**src/rtl/mux16_scan_ctrl_if.sv**
```systemverilog
`default_nettype none
//============================================================================
// Module   : mux16_scan_ctrl_if
// Purpose  : Handshake and multiplexer-side signals of the 16:1 scan sequencer
// Revision : 1.0 - initial release
//============================================================================
interface mux16_scan_ctrl_if;
    logic        start;
    logic        cont;
    logic [15:0] chan_en;
    logic        mux_y;
    logic [3:0]  sel;
    logic [15:0] data_out;
    logic        busy;
    logic        done;

    modport master (
        output start, cont, chan_en, mux_y,
        input  sel, data_out, busy, done
    );

    modport slave (
        input  start, cont, chan_en, mux_y,
        output sel, data_out, busy, done
    );
endinterface
`default_nettype wire

```
**src/rtl/mux16_scan_ctrl.sv**
```systemverilog
`default_nettype none
//============================================================================
// Module   : mux16_scan_ctrl
// Purpose  : Steps a 16:1 mux select through enabled channels, samples each
//            after a settle window and presents the result as a 16-bit word
// Revision : 1.0 - initial release
//============================================================================
module mux16_scan_ctrl #(
    parameter int SETTLE = 1
) (
    input  logic             clk,
    input  logic             rst,
    mux16_scan_ctrl_if.slave bus
);

    localparam logic [1:0] c_st_idle   = 2'd0;
    localparam logic [1:0] c_st_settle = 2'd1;
    localparam logic [1:0] c_st_done   = 2'd2;
    localparam logic [3:0] c_settle    = 4'(SETTLE);

    logic [1:0]  r_state;
    logic [3:0]  r_sel;
    logic [3:0]  r_cnt;
    logic [15:0] r_en_q;
    logic [15:0] r_shadow;
    logic [15:0] r_data;
    logic        r_busy;
    logic        r_done;

    logic [15:0] w_above;
    logic [3:0]  w_first;
    logic [3:0]  w_next;
    logic [15:0] w_shadow_upd;
    logic        w_launch;

    function automatic logic [3:0] f_lowest(input logic [15:0] v);
        f_lowest = 4'd0;
        for (int i = 15; i >= 0; i--) begin
            if (v[i]) f_lowest = 4'(i);
        end
    endfunction

    assign w_above      = r_en_q & (16'hFFFE << r_sel);
    assign w_next       = f_lowest(w_above);
    assign w_first      = f_lowest(bus.chan_en);
    assign w_shadow_upd = r_shadow | ({15'd0, bus.mux_y} << r_sel);
    assign w_launch     = ((r_state == c_st_idle) && bus.start) ||
                          ((r_state == c_st_done) && bus.cont);

    always_ff @(posedge clk or posedge rst) begin
        if (rst) begin
            r_state  <= c_st_idle;
            r_sel    <= 4'd0;
            r_cnt    <= 4'd0;
            r_en_q   <= 16'h0000;
            r_shadow <= 16'h0000;
            r_data   <= 16'h0000;
            r_busy   <= 1'b0;
            r_done   <= 1'b0;
        end else begin
            r_done <= 1'b0;

            case (r_state)
                c_st_idle: ;
                c_st_settle: begin
                    if (r_cnt != 4'd0) begin
                        r_cnt <= r_cnt - 4'd1;
                    end else begin
                        r_shadow <= w_shadow_upd;
                        if (w_above != 16'h0000) begin
                            r_sel <= w_next;
                            r_cnt <= c_settle;
                        end else begin
                            // Masking with en_q keeps an empty-mask pass at zero
                            r_data  <= w_shadow_upd & r_en_q;
                            r_done  <= 1'b1;
                            r_state <= c_st_done;
                        end
                    end
                end
                c_st_done: begin
                    if (!bus.cont) begin
                        r_state <= c_st_idle;
                        r_busy  <= 1'b0;
                    end
                end
                default: r_state <= c_st_idle;
            endcase

            // An empty mask still spends one cycle in SETTLE, so DONE lands on edge 1
            if (w_launch) begin
                r_en_q   <= bus.chan_en;
                r_shadow <= 16'h0000;
                r_state  <= c_st_settle;
                r_busy   <= 1'b1;
                if (bus.chan_en != 16'h0000) begin
                    r_sel <= w_first;
                    r_cnt <= c_settle;
                end else begin
                    r_cnt <= 4'd0;
                end
            end
        end
    end

    assign bus.sel      = r_sel;
    assign bus.data_out = r_data;
    assign bus.busy     = r_busy;
    assign bus.done     = r_done;

endmodule
`default_nettype wire

```
**src/flat_wrapper.sv**
```systemverilog
// flat-port wrapper written by rule: the top's interface ports become plain ports
module mux16_scan_ctrl_flat 
#(
    parameter int SETTLE = 1
)
  (clk, rst, bus_start, bus_cont, bus_chan_en, bus_mux_y, bus_sel, bus_data_out, bus_busy, bus_done);
  mux16_scan_ctrl_if bus_i ();
  input  logic clk;
  input  logic rst;
  input wire logic [$bits(bus_i.start)-1:0] bus_start;
  input wire logic [$bits(bus_i.cont)-1:0] bus_cont;
  input wire logic [$bits(bus_i.chan_en)-1:0] bus_chan_en;
  input wire logic [$bits(bus_i.mux_y)-1:0] bus_mux_y;
  output wire logic [$bits(bus_i.sel)-1:0] bus_sel;
  output wire logic [$bits(bus_i.data_out)-1:0] bus_data_out;
  output wire logic [$bits(bus_i.busy)-1:0] bus_busy;
  output wire logic [$bits(bus_i.done)-1:0] bus_done;
  assign bus_i.start = bus_start;
  assign bus_i.cont = bus_cont;
  assign bus_i.chan_en = bus_chan_en;
  assign bus_i.mux_y = bus_mux_y;
  assign bus_sel = bus_i.sel;
  assign bus_data_out = bus_i.data_out;
  assign bus_busy = bus_i.busy;
  assign bus_done = bus_i.done;
  mux16_scan_ctrl #(.SETTLE(SETTLE)) u_core (.clk(clk), .rst(rst), .bus(bus_i));
endmodule
```
**config.mk**
```make
export PLATFORM = sky130hd
export DESIGN_NAME = mux16_scan_ctrl_flat
export DESIGN_NICKNAME = d
export VERILOG_FILES = /design/src/rtl/mux16_scan_ctrl_if.sv /design/src/rtl/mux16_scan_ctrl.sv /design/src/flat_wrapper.sv
export SDC_FILE = /design/constraint.sdc
export NUM_CORES = 1
export LEC_CHECK = 0
export ABC_AREA = 1
export BUFFER_PORTS_ARGS = -buffer_cell sky130_fd_sc_hd__buf_2
export CORE_MARGIN = 5
export CORE_UTILIZATION = 45
export DETAILED_ROUTE_END_ITERATION = 12
export SLEW_MARGIN = 20
export SYNTH_ARGS = -nofsm -noshare
export SYNTH_HDL_FRONTEND = slang
export SYNTH_SLANG_ARGS = --single-unit
export TNS_END_PERCENT = 20
```
**constraint.sdc**
```tcl
create_clock -name clk -period 4.8 [get_ports clk]
set_clock_uncertainty 0.05 [all_clocks]
set_input_delay 0.48 -clock clk [delete_from_list [all_inputs] [get_ports clk]]
set_output_delay 0.48 -clock clk [all_outputs]
set_load 0.02 [all_outputs]
```
* After elaboration in Yosys (flattened, before gate mapping)
Index checks and enable logic that the tools add are counted.
** Word-level totals
- Register bits :: 60
- Input bits :: 21
- Output and inout bits :: 22
- Logic and storage cells :: 95
** Operators by class
- Add/subtract/negate cells :: 1
- Eq/ne operators :: 8
- Shift-type cells :: 2
- Muxes and demuxes :: 56
- Bitwise operators :: 5
- Reductions and logical operators :: 15
** Operator list (number)
- 2-to-1 mux 4 bit :: 41
- 2-to-1 mux 16 bit :: 3
- bitwise AND 16 bit :: 2
- nonzero test 16 bit :: 2
- bitwise OR 16 bit :: 1
- left shift 1 x 4 -> 16 bit :: 1
- left shift 16 x 4 -> 16 bit, first input constant :: 1
- != test 3 x 2 -> 1 bit, second input constant :: 3
- 2-to-1 mux 2 bit :: 4
- 2-to-1 mux 1 bit :: 7
- != test 2 x 1 -> 1 bit, second input constant :: 3
- case mux 2 bit (3 select lines) :: 1
- AND reduction 2 bit :: 3
- AND reduction 4 bit :: 1
- nonzero test 2 bit :: 2
- nonzero test 4 bit :: 1
- subtractor 4 x 1 -> 4 bit, second input constant :: 1
- AND reduction 3 bit :: 1
- nonzero test 3 bit :: 1
- == test 2 x 1 -> 1 bit, second input constant :: 1
- == test 2 bit, second input constant :: 1
- logical AND 1 bit :: 2
- zero test 2 bit :: 1
- NOT 1 bit :: 2
- logical OR 1 bit :: 1

* Depth between registers and ports, before layout
Gate-level depths: netlist of the first run.
- Depth after elaboration :: 23
- Depth in mapped cells :: 20
- Depth with buffers taken out :: 19

* Worst setup path before layout of the first run
No wires, ideal clock.
- Path kind :: reg-to-reg
- Start point :: register u_core.r_sel[1], in the netlist u_core.bus.sel[1]
- End point :: register u_core.r_cnt[2]
- Library setup time :: 0.133 ns
- Arrival time :: 1.773 ns
- Setup slack :: 2.844 ns
- Stages on the path, launching flop included :: 16
- Buffers on the path :: 1
- Period minus slack after synthesis :: 1.956 ns
- Cells stage by stage :: dfrtp_1 -> buf_6 -> inv_2 -> nand2_1 -> nor2_1 -> inv_2 -> nand2_1 -> nor2_1 -> nand2_2 -> nor2_4 -> nand2_4 -> a21oi_4 -> inv_2 -> nand2_4 -> xor2_2 -> nor3_2
** Between the ends
- Longest elaborated chain between the ends :: 5
** Ends and longest elaborated chain
- start: declaration :: line mux16_scan_ctrl.sv:22 : logic [3:0] r_sel;
- start signal: assignment :: line mux16_scan_ctrl.sv:71 : r_sel <= w_next;
- start signal: assignment :: line mux16_scan_ctrl.sv:97 : r_sel <= w_first;
- left shift 16 x 4 -> 16 bit :: line mux16_scan_ctrl.sv:43 : assign w_above = r_en_q & (16'hFFFE << r_sel);
- bitwise AND 16 bit :: line mux16_scan_ctrl.sv:43
- nonzero test 16 bit :: line mux16_scan_ctrl.sv:70 : if (w_above != 16'h0000) begin
- nonzero test 3 bit (no line)
- AND reduction 2 bit (no line)
- end signal: assignment :: line mux16_scan_ctrl.sv:67 : r_cnt <= r_cnt - 4'd1;
- end signal: assignment :: line mux16_scan_ctrl.sv:72 : r_cnt <= c_settle;
- end signal: assignment :: line mux16_scan_ctrl.sv:98 : r_cnt <= c_settle;
- end: declaration :: line mux16_scan_ctrl.sv:23 : logic [3:0] r_cnt;
No other way between the ends.
A chain may end at the register's enable or synchronous reset.

* Final worst setup path of the first run
- Start point :: register u_core.r_state[0]
- End point :: register u_core.r_sel[0], in the netlist u_core.bus.sel[0]
** Between the ends
- Longest elaborated chain between the ends :: 4
** Ends and longest elaborated chain
- start: declaration :: line mux16_scan_ctrl.sv:21 : logic [1:0] r_state;
- start signal: assignment :: line mux16_scan_ctrl.sv:52 : r_state <= c_st_idle;
- start signal: assignment :: line mux16_scan_ctrl.sv:77 : r_state <= c_st_done;
- start signal: assignment :: line mux16_scan_ctrl.sv:83 : r_state <= c_st_idle;
- == test 2 x 1 -> 1 bit, or another cell as far along :: line mux16_scan_ctrl.sv:63 : case (r_state)
- 2-to-1 mux 4 bit, or another cell as far along :: line mux16_scan_ctrl.sv:63
- 2-to-1 mux 4 bit / logical OR 1 bit (equally long branches) :: line mux16_scan_ctrl.sv:96, mux16_scan_ctrl.sv:47
- 2-to-1 mux 4 bit (*) :: line mux16_scan_ctrl.sv:91 : if (w_launch) begin
Mark *: on every way between the ends. The rest lies on a longest branch, timed or not.

==> key figures, run 1 <==
Run status
  • Outcome: finished, final reports clean

Worst setup path
  • CP Data Arrival Time: about 3.0 ns
  • WP buf/inv: 4
  • CP max-delay cell: inv_1
  • Critical Path Start Type: register
  • Worst-path fanout max: 33
  • Largest stage delay on the critical path: 0.70 ns
  • Most used cell along the critical path: inv_1
  • Critical path class: reg2reg
  • Worst endpoint required time: 5.01 ns
  • Critical Path, Cell by Cell: inv_1 -> nand3_1 -> nand2_1 -> inv_1 -> nor2_1 -> inv_1 -> o21ai_0 -> inv_1 -> a21oi_1
  • Setup crit end kind: register
  • CP delay by family, top: simple AND/OR/NAND/NOR gates
  • FF-to-FF setup slack: 2.01 ns

CTS
  • Post-CTS Setup Inserts: 0
  • CTS max path bufs: 2
  • Worst-Skew Late Latency: approximately 0.33 ns
  • Worst-path clk slew: 0.07 ns
  • Htree depth: 3
  • # hold bufs at CTS: 0
  • Post_cts resized: 0
  • CTS tree: yes
  • Clock root buffer: clkbuf_8
  • Sink Count: 60
  • Num CTS Buffers: 9

Detailed routing
  • M1 WL: 3.76 mm
  • Drt pass-1 iters: 4
  • Antenna Nets Post-Route: 0
  • Per-cell routed wire length: 14.2 um
  • WL met2: approximately 3.5 mm
  • Total number of vias: 2701
  • Number of remaining DRC errors: 0
  • Vias per cell: about 5
  • DR iter-0 viols: 220
  • Final wirelength: 7.72 mm
  • Top sig layer: met4
  • Routed met3 length: 412 um

Power and ir drop
  • Pwr dens: approximately 670 nW/um^2
  • Pleak: 1.77 nW
  • Sw frac: a little under half
  • Tot Pwr: 2.39 mW
  • Flop pwr share: 36.6%
  • Clock Power Share: 18.5%
  • VDD IR-drop max: 0.290 mV
  • Comb power frac: 44.8%
  • NetSw: 1.10 mW
  • Int Pwr: 1.29 mW

Timing
  • Final period util: 58.2%
  • Slew @ Worst Pin: roughly 0.97 ns
  • Rel. slew slack: a little over a third
  • RSZ-0062 raised after global routing: no
  • Period minus WS final: roughly 2.8 ns
  • Setup violations, final: 0
  • Final WS setup: ~2.0 ns
  • Hold Fails Final Rpt: 0
  • Max Clock Freq: roughly 360 MHz
  • Hold Slack: 0.305 ns
  • Fin Setup TNS: 0 ns
  • Slew Limit Fails: 0

Cells and area
  • Layout cell share with drive strength beyond 1: 19.7%
  • Layout Nets: 465
  • # diodes: 0
  • Synth-to-Final Area Change: 14.1%
  • Final core utilization: 53.0%

Floorplan
  • Initial Util: 46.4%
  • Die area: 8790 um^2
  • Number of top-level pins: 43
  • Die span in y: around 94 um
  • Core ar.: between 6000 and 7000 um^2
  • # rows: 30
  • Die Wd: 93.7 um

Placement
  • Port Buffers: between 40 and 50
  • Gpl congestion: about 0.89
  • Placement Setup Slack: 1.84 ns
  • Post-DP HPWL: 5.53 mm

Global route
  • Largest net degree at the start of global routing: 61
  • Vias in the first global route: between 2000 and 3000
  • First-pass GRT wire length: between 10 and 15 mm
  • Initial antenna violation count: 0
  • Grt total ovfl: 0
  • GRT Util Overall: approximately a fifth

Yosys
  • Synth Net Count: 423
  • Register bit total from synthesis: 60
  • Synth cell types: 33
  • Syn Std Cell Area: 3160 um^2
  • Post-Syn Instances: 400
  • Mean Syn Cell Area: 7.89 um^2
  • Ys Warns: 0
  • Seq/Total Area, Yosys: 47.6%

Hold path
  • Hold crit path type: in2async

Job
  • Maxcap violations: 0
## layer usage
layer | GRT usage, % | up-vias
met5 | 0 | -
met3 | 3.61 | 12
met2 | 29.7 | 59
met4 | 7.46 | 0
li1 | - | 1371
met1 | 27.4 | 1259
## final timing paths
kind	start	to	cells past startpoint
hold / removal	rst	u_core.r_en_q[7]	3
setup / recovery	u_core.r_state[0]	u_core.bus.sel[0]	9
max in group asynchronous	rst	u_core.r_en_q[14]	3
hold reg to reg	u_core.bus.data_out[3]	u_core.bus.data_out[3]	2
setup reg to reg	u_core.r_state[0]	u_core.bus.sel[0]	9
min in group clk	bus_chan_en[13]	u_core.r_en_q[13]	3
## tightest hold or removal path: stages
cell   delay [ns]
buf_2        0.10
inv_2        0.03
buf_4        0.59
## area by class of cell
type | count | area [um^2]
clock buffer | 10 | 138
multi-input combinational | 269 | 1350
inverter | 59 | 221
sequential | 60 | 1500
tap | 96 | 120
timing repair buffer | 43 | 218
fill | 691 | 3190
clock inverter | 5 | 52.6
## kinds of logic after synthesis
kind of cell	synth area share, %
AND/OR/NAND/NOR	27.1
buffers and inverters	9.64
adder cells (fa/ha/maj)	0.793
flip-flops	47.6
XOR/XNOR	0.516
AO/OA/AOI/OAI	14.4
## power groups by stage
stage | registers, mW | clock network (mW) | logic (mW)
4_1_cts | 0.874 | 0.452 | 1.08
3_5_place_dp | 0.883 | 0 | 1.08
5_1_grt | 0.905 | 0.478 | 1.22
3_3_place_gp | 0.878 | 0 | 1.06
2_1_floorplan | 0.904 | 0 | 0.776
6_report | 0.877 | 0.444 | 1.07
## Yosys cell counts
library cell | n | area share, %
a21oi_1 | 25 | 4.0
buf_4 | 2 | 0.48
nand2_2 | 8 | 1.6
nand2_4 | 2 | 0.71
nor4_1 | 3 | 0.59
o32ai_1 | 2 | 0.56
o31ai_2 | 1 | 0.40
dfrtp_1 | 60 | 48
o211ai_2 | 1 | 0.40
o21ai_0 | 28 | 4.4
nor2_8 | 1 | 0.63
nand2_1 | 115 | 14
o21ai_1 | 1 | 0.16
clkbuf_1 | 6 | 0.71
o41ai_1 | 4 | 1.1
a31oi_1 | 2 | 0.40
ha_1 | 2 | 0.79
nor2_4 | 3 | 1.1
o311ai_0 | 1 | 0.28
nor2_1 | 22 | 2.6
buf_6 | 4 | 1.4
nand3_1 | 26 | 4.1
nor3_2 | 1 | 0.32
xor2_2 | 1 | 0.52
inv_1 | 52 | 6.2
nor3_1 | 6 | 0.95
nand4_1 | 2 | 0.40
o21bai_1 | 2 | 0.48
inv_2 | 7 | 0.83
nor2_2 | 2 | 0.40
o21ai_2 | 1 | 0.28
a21oi_4 | 1 | 0.52
o31ai_1 | 6 | 1.4
## per-stage QoR
| stage | cell area, um^2 | instances |
|---|---|---|
| 6_report | 3600 | 542 |
| 3_5_place_dp | 3410 | 527 |
| 4_1_cts | 3600 | 542 |
| 2_1_floorplan | 3160 | 400 |
| 3_3_place_gp | 3410 | 527 |
| 5_1_grt | 3600 | 542 |
## placed cells by master, fill, tap and decap left out, types with 2 or more instances in the layout
cell type,n
nand2_1,115
dfrtp_1,60
inv_1,51
buf_2,42
o21ai_0,28
nand3_1,26
a21oi_1,25
nor2_1,22
clkbuf_8,10
nand2_2,8
inv_2,8
nor3_1,6
o31ai_1,6
o41ai_1,4
nor2_4,3
nor4_1,3
clkinv_2,3
nand4_1,2
nor2_2,2
nand2_4,2
o32ai_1,2
a31oi_1,2
o21bai_1,2
ha_1,2
## state kept, by name (all words and copies together), names as in the netlist
name / cells
u_core.bus.done: 1
u_core.bus.sel: 4
u_core.r_en_q: 16
u_core.r_shadow: 16
u_core.r_cnt: 4
u_core.r_state: 2
u_core.bus.busy: 1
u_core.bus.data_out: 16
Note: power is estimated with default switching activity, not from simulation.
==> run 2: changes to the inputs <==
Clock period 4.8 ns to 2.8 ns, I/O delays scaled along.
==> run 2 against run 1 <==
Global-route usage barely moved. Combinational power rose by 72%. Sequential power rose by 71%. Clock power rose by 46%. Count of clock-buffer cells in the layout rose by 1. Highest routed layer unchanged.
==> key figures, run 2 (synthesized netlist as in run 1, its figures left out) <==
Global route
  • Initial antenna violation count: 0
  • Grt total ovfl: 0
  • Vias in the first global route: 2758
  • Largest net degree at the start of global routing: 61
  • First-pass GRT wire length: 13.4 mm
  • GRT Util Overall: 19.5%

Timing
  • Hold Slack: 0.146 ns
  • Max Clock Freq: 425 MHz
  • Rel. slew slack: 65.3%
  • Final period util: 84.0%
  • Slew Limit Fails: 0
  • Setup violations, final: 0
  • RSZ-0062 raised after global routing: no
  • Hold Fails Final Rpt: 0
  • Period minus WS final: around 2.4 ns
  • Slew @ Worst Pin: about 0.52 ns
  • Fin Setup TNS: 0 ns

Floorplan
  • # rows: 30
  • Initial Util: 46.4%
  • Die Wd: 93.7 um
  • Die area: 8790 um^2
  • Core ar.: 6790 um^2
  • Die span in y: 93.7 um
  • Number of top-level pins: 43

CTS
  • Post-CTS Setup Inserts: 0
  • CTS max path bufs: 2
  • Num CTS Buffers: 9
  • Worst-path clk slew: 0.06 ns
  • Htree depth: 3
  • Worst-Skew Late Latency: 0.33 ns
  • Clock root buffer: clkbuf_8
  • # hold bufs at CTS: 1
  • CTS tree: yes
  • Post_cts resized: 0
  • Sink Count: 60

Worst setup path
  • Critical Path, Cell by Cell: inv_2 -> o21ai_2 -> nand2_1 -> nor2_2 -> nand2_2 -> nor2_4 -> nand2_4 -> nor2_8 -> inv_2 -> nand2_1 -> o31ai_2
  • Setup crit end kind: register
  • Largest stage delay on the critical path: 0.67 ns
  • CP max-delay cell: dfrtp_1
  • CP delay by family, top: simple AND/OR/NAND/NOR gates
  • Worst path depth: 11
  • Critical Path Start Type: register
  • WP buf/inv: 2
  • Worst-path fanout max: 18
  • Critical path class: reg2reg
  • CP Data Arrival Time: 2.51 ns
  • FF-to-FF path depth: 11
  • Worst endpoint required time: 2.96 ns

Detailed routing
  • Final wirelength: approximately 7.7 mm
  • Antenna Nets Post-Route: 0
  • Vias per cell: 4.96
  • DR iter-0 viols: 195
  • Number of remaining DRC errors: 0
  • Drt pass-1 iters: 4
  • Per-cell routed wire length: 14.2 um
  • Total number of vias: 2697

Cells and area
  • # diodes: 0
  • Synth-to-Final Area Change: 14.2%
  • Layout Nets: 468
  • Filler-free cell count of the finished design: 544
  • Layout cell share with drive strength beyond 1: 19.6%
  • Most frequent cells in the layout: nand2_1, dfrtp_1, inv_1
  • Fillers: 677
  • Most common library cell in the layout ignoring fill and taps: nand2_1
  • Final core utilization: 53.1%

Power and ir drop
  • VDD IR-drop max: 0.508 mV
  • Pleak: 1.77 nW
  • Pwr dens: 1110 nW/um^2

Run status
  • Outcome: finished, final reports clean

Placement
  • Gpl congestion: between 0.8 and 0.9
  • Port Buffers: between 40 and 50
  • Post-Place Cells: 529
  • Post-DP HPWL: 5.75 mm

Hold path
  • Hold crit path type: in2reg
  • Hold path depth: 3

Job
  • Maxcap violations: 0
==> run 2: cell count changes in the layout (fill, tap and decap cells not counted) <==
cell,before,now
buf_12,0,1
buf_4,1,2
bufinv_16,1,0
clkbuf_1,0,1
clkinvlp_4,1,0
dlygate4sd3_1,0,1
==> run 2: path summary, 6_finish.rpt <==
| path | start | to | slack, ns |
|---|---|---|---|
| setup / recovery | u_core.bus.sel[3] | u_core.bus.data_out[0] | 0.45 |
| hold / removal | bus_chan_en[1] | u_core.r_en_q[1] | 0.15 |
| setup reg to reg | u_core.bus.sel[3] | u_core.bus.data_out[0] | 0.45 |
| hold reg to reg | u_core.bus.data_out[5] | u_core.bus.data_out[5] | 0.43 |
| max in group asynchronous | rst | u_core.bus.data_out[3] | 1.94 |
| min in group asynchronous | rst | u_core.r_en_q[14] | 0.50 |
==> run 2: layout make-up <==
type | instances | area (um^2) | share of cell area (%)
well taps | 96 | 120 | 3.33
multi-input cells | 269 | 1350 | 37.5
inverters | 59 | 221 | 6.14
repair buffers | 46 | 255 | 7.08
clock buffers | 11 | 141 | 3.92
clock inverters | 3 | 15.0 | 0.417
flip-flops and latches | 60 | 1500 | 41.7
==> run 2: where the power goes <==
part           leakage, nW  total [mW]  internal [mW]  switching, mW
logic                0.960        1.84          0.616           1.22
registers            0.728        1.50           1.19          0.312
clock network       0.0848       0.650          0.331          0.319
==> run 2: metrics by stage <==
step	total power, mW	cell area [um^2]	setup WS (ns)
floorplan	2.88	3160	0.844
global placement	3.34	3440	0.489
detailed placement	3.35	3440	0.470
CTS	4.02	3600	0.456
global route	4.35	3600	0.224
finish	3.99	3600	0.449
==> run 2: tightest hold or removal path: stages <==
cell     delay [ns]
buf_2          0.10
nand2_1        0.05
o21ai_0        0.06
==> run 2: layer usage <==
layer,part of all wire (%),global-route usage [%],vias up
li1,-,-,1373
met1,48,27.2,1255
met2,45,30.4,63
met3,5.9,3.85,6
met4,0.85,6.02,0
met5,0,0,-
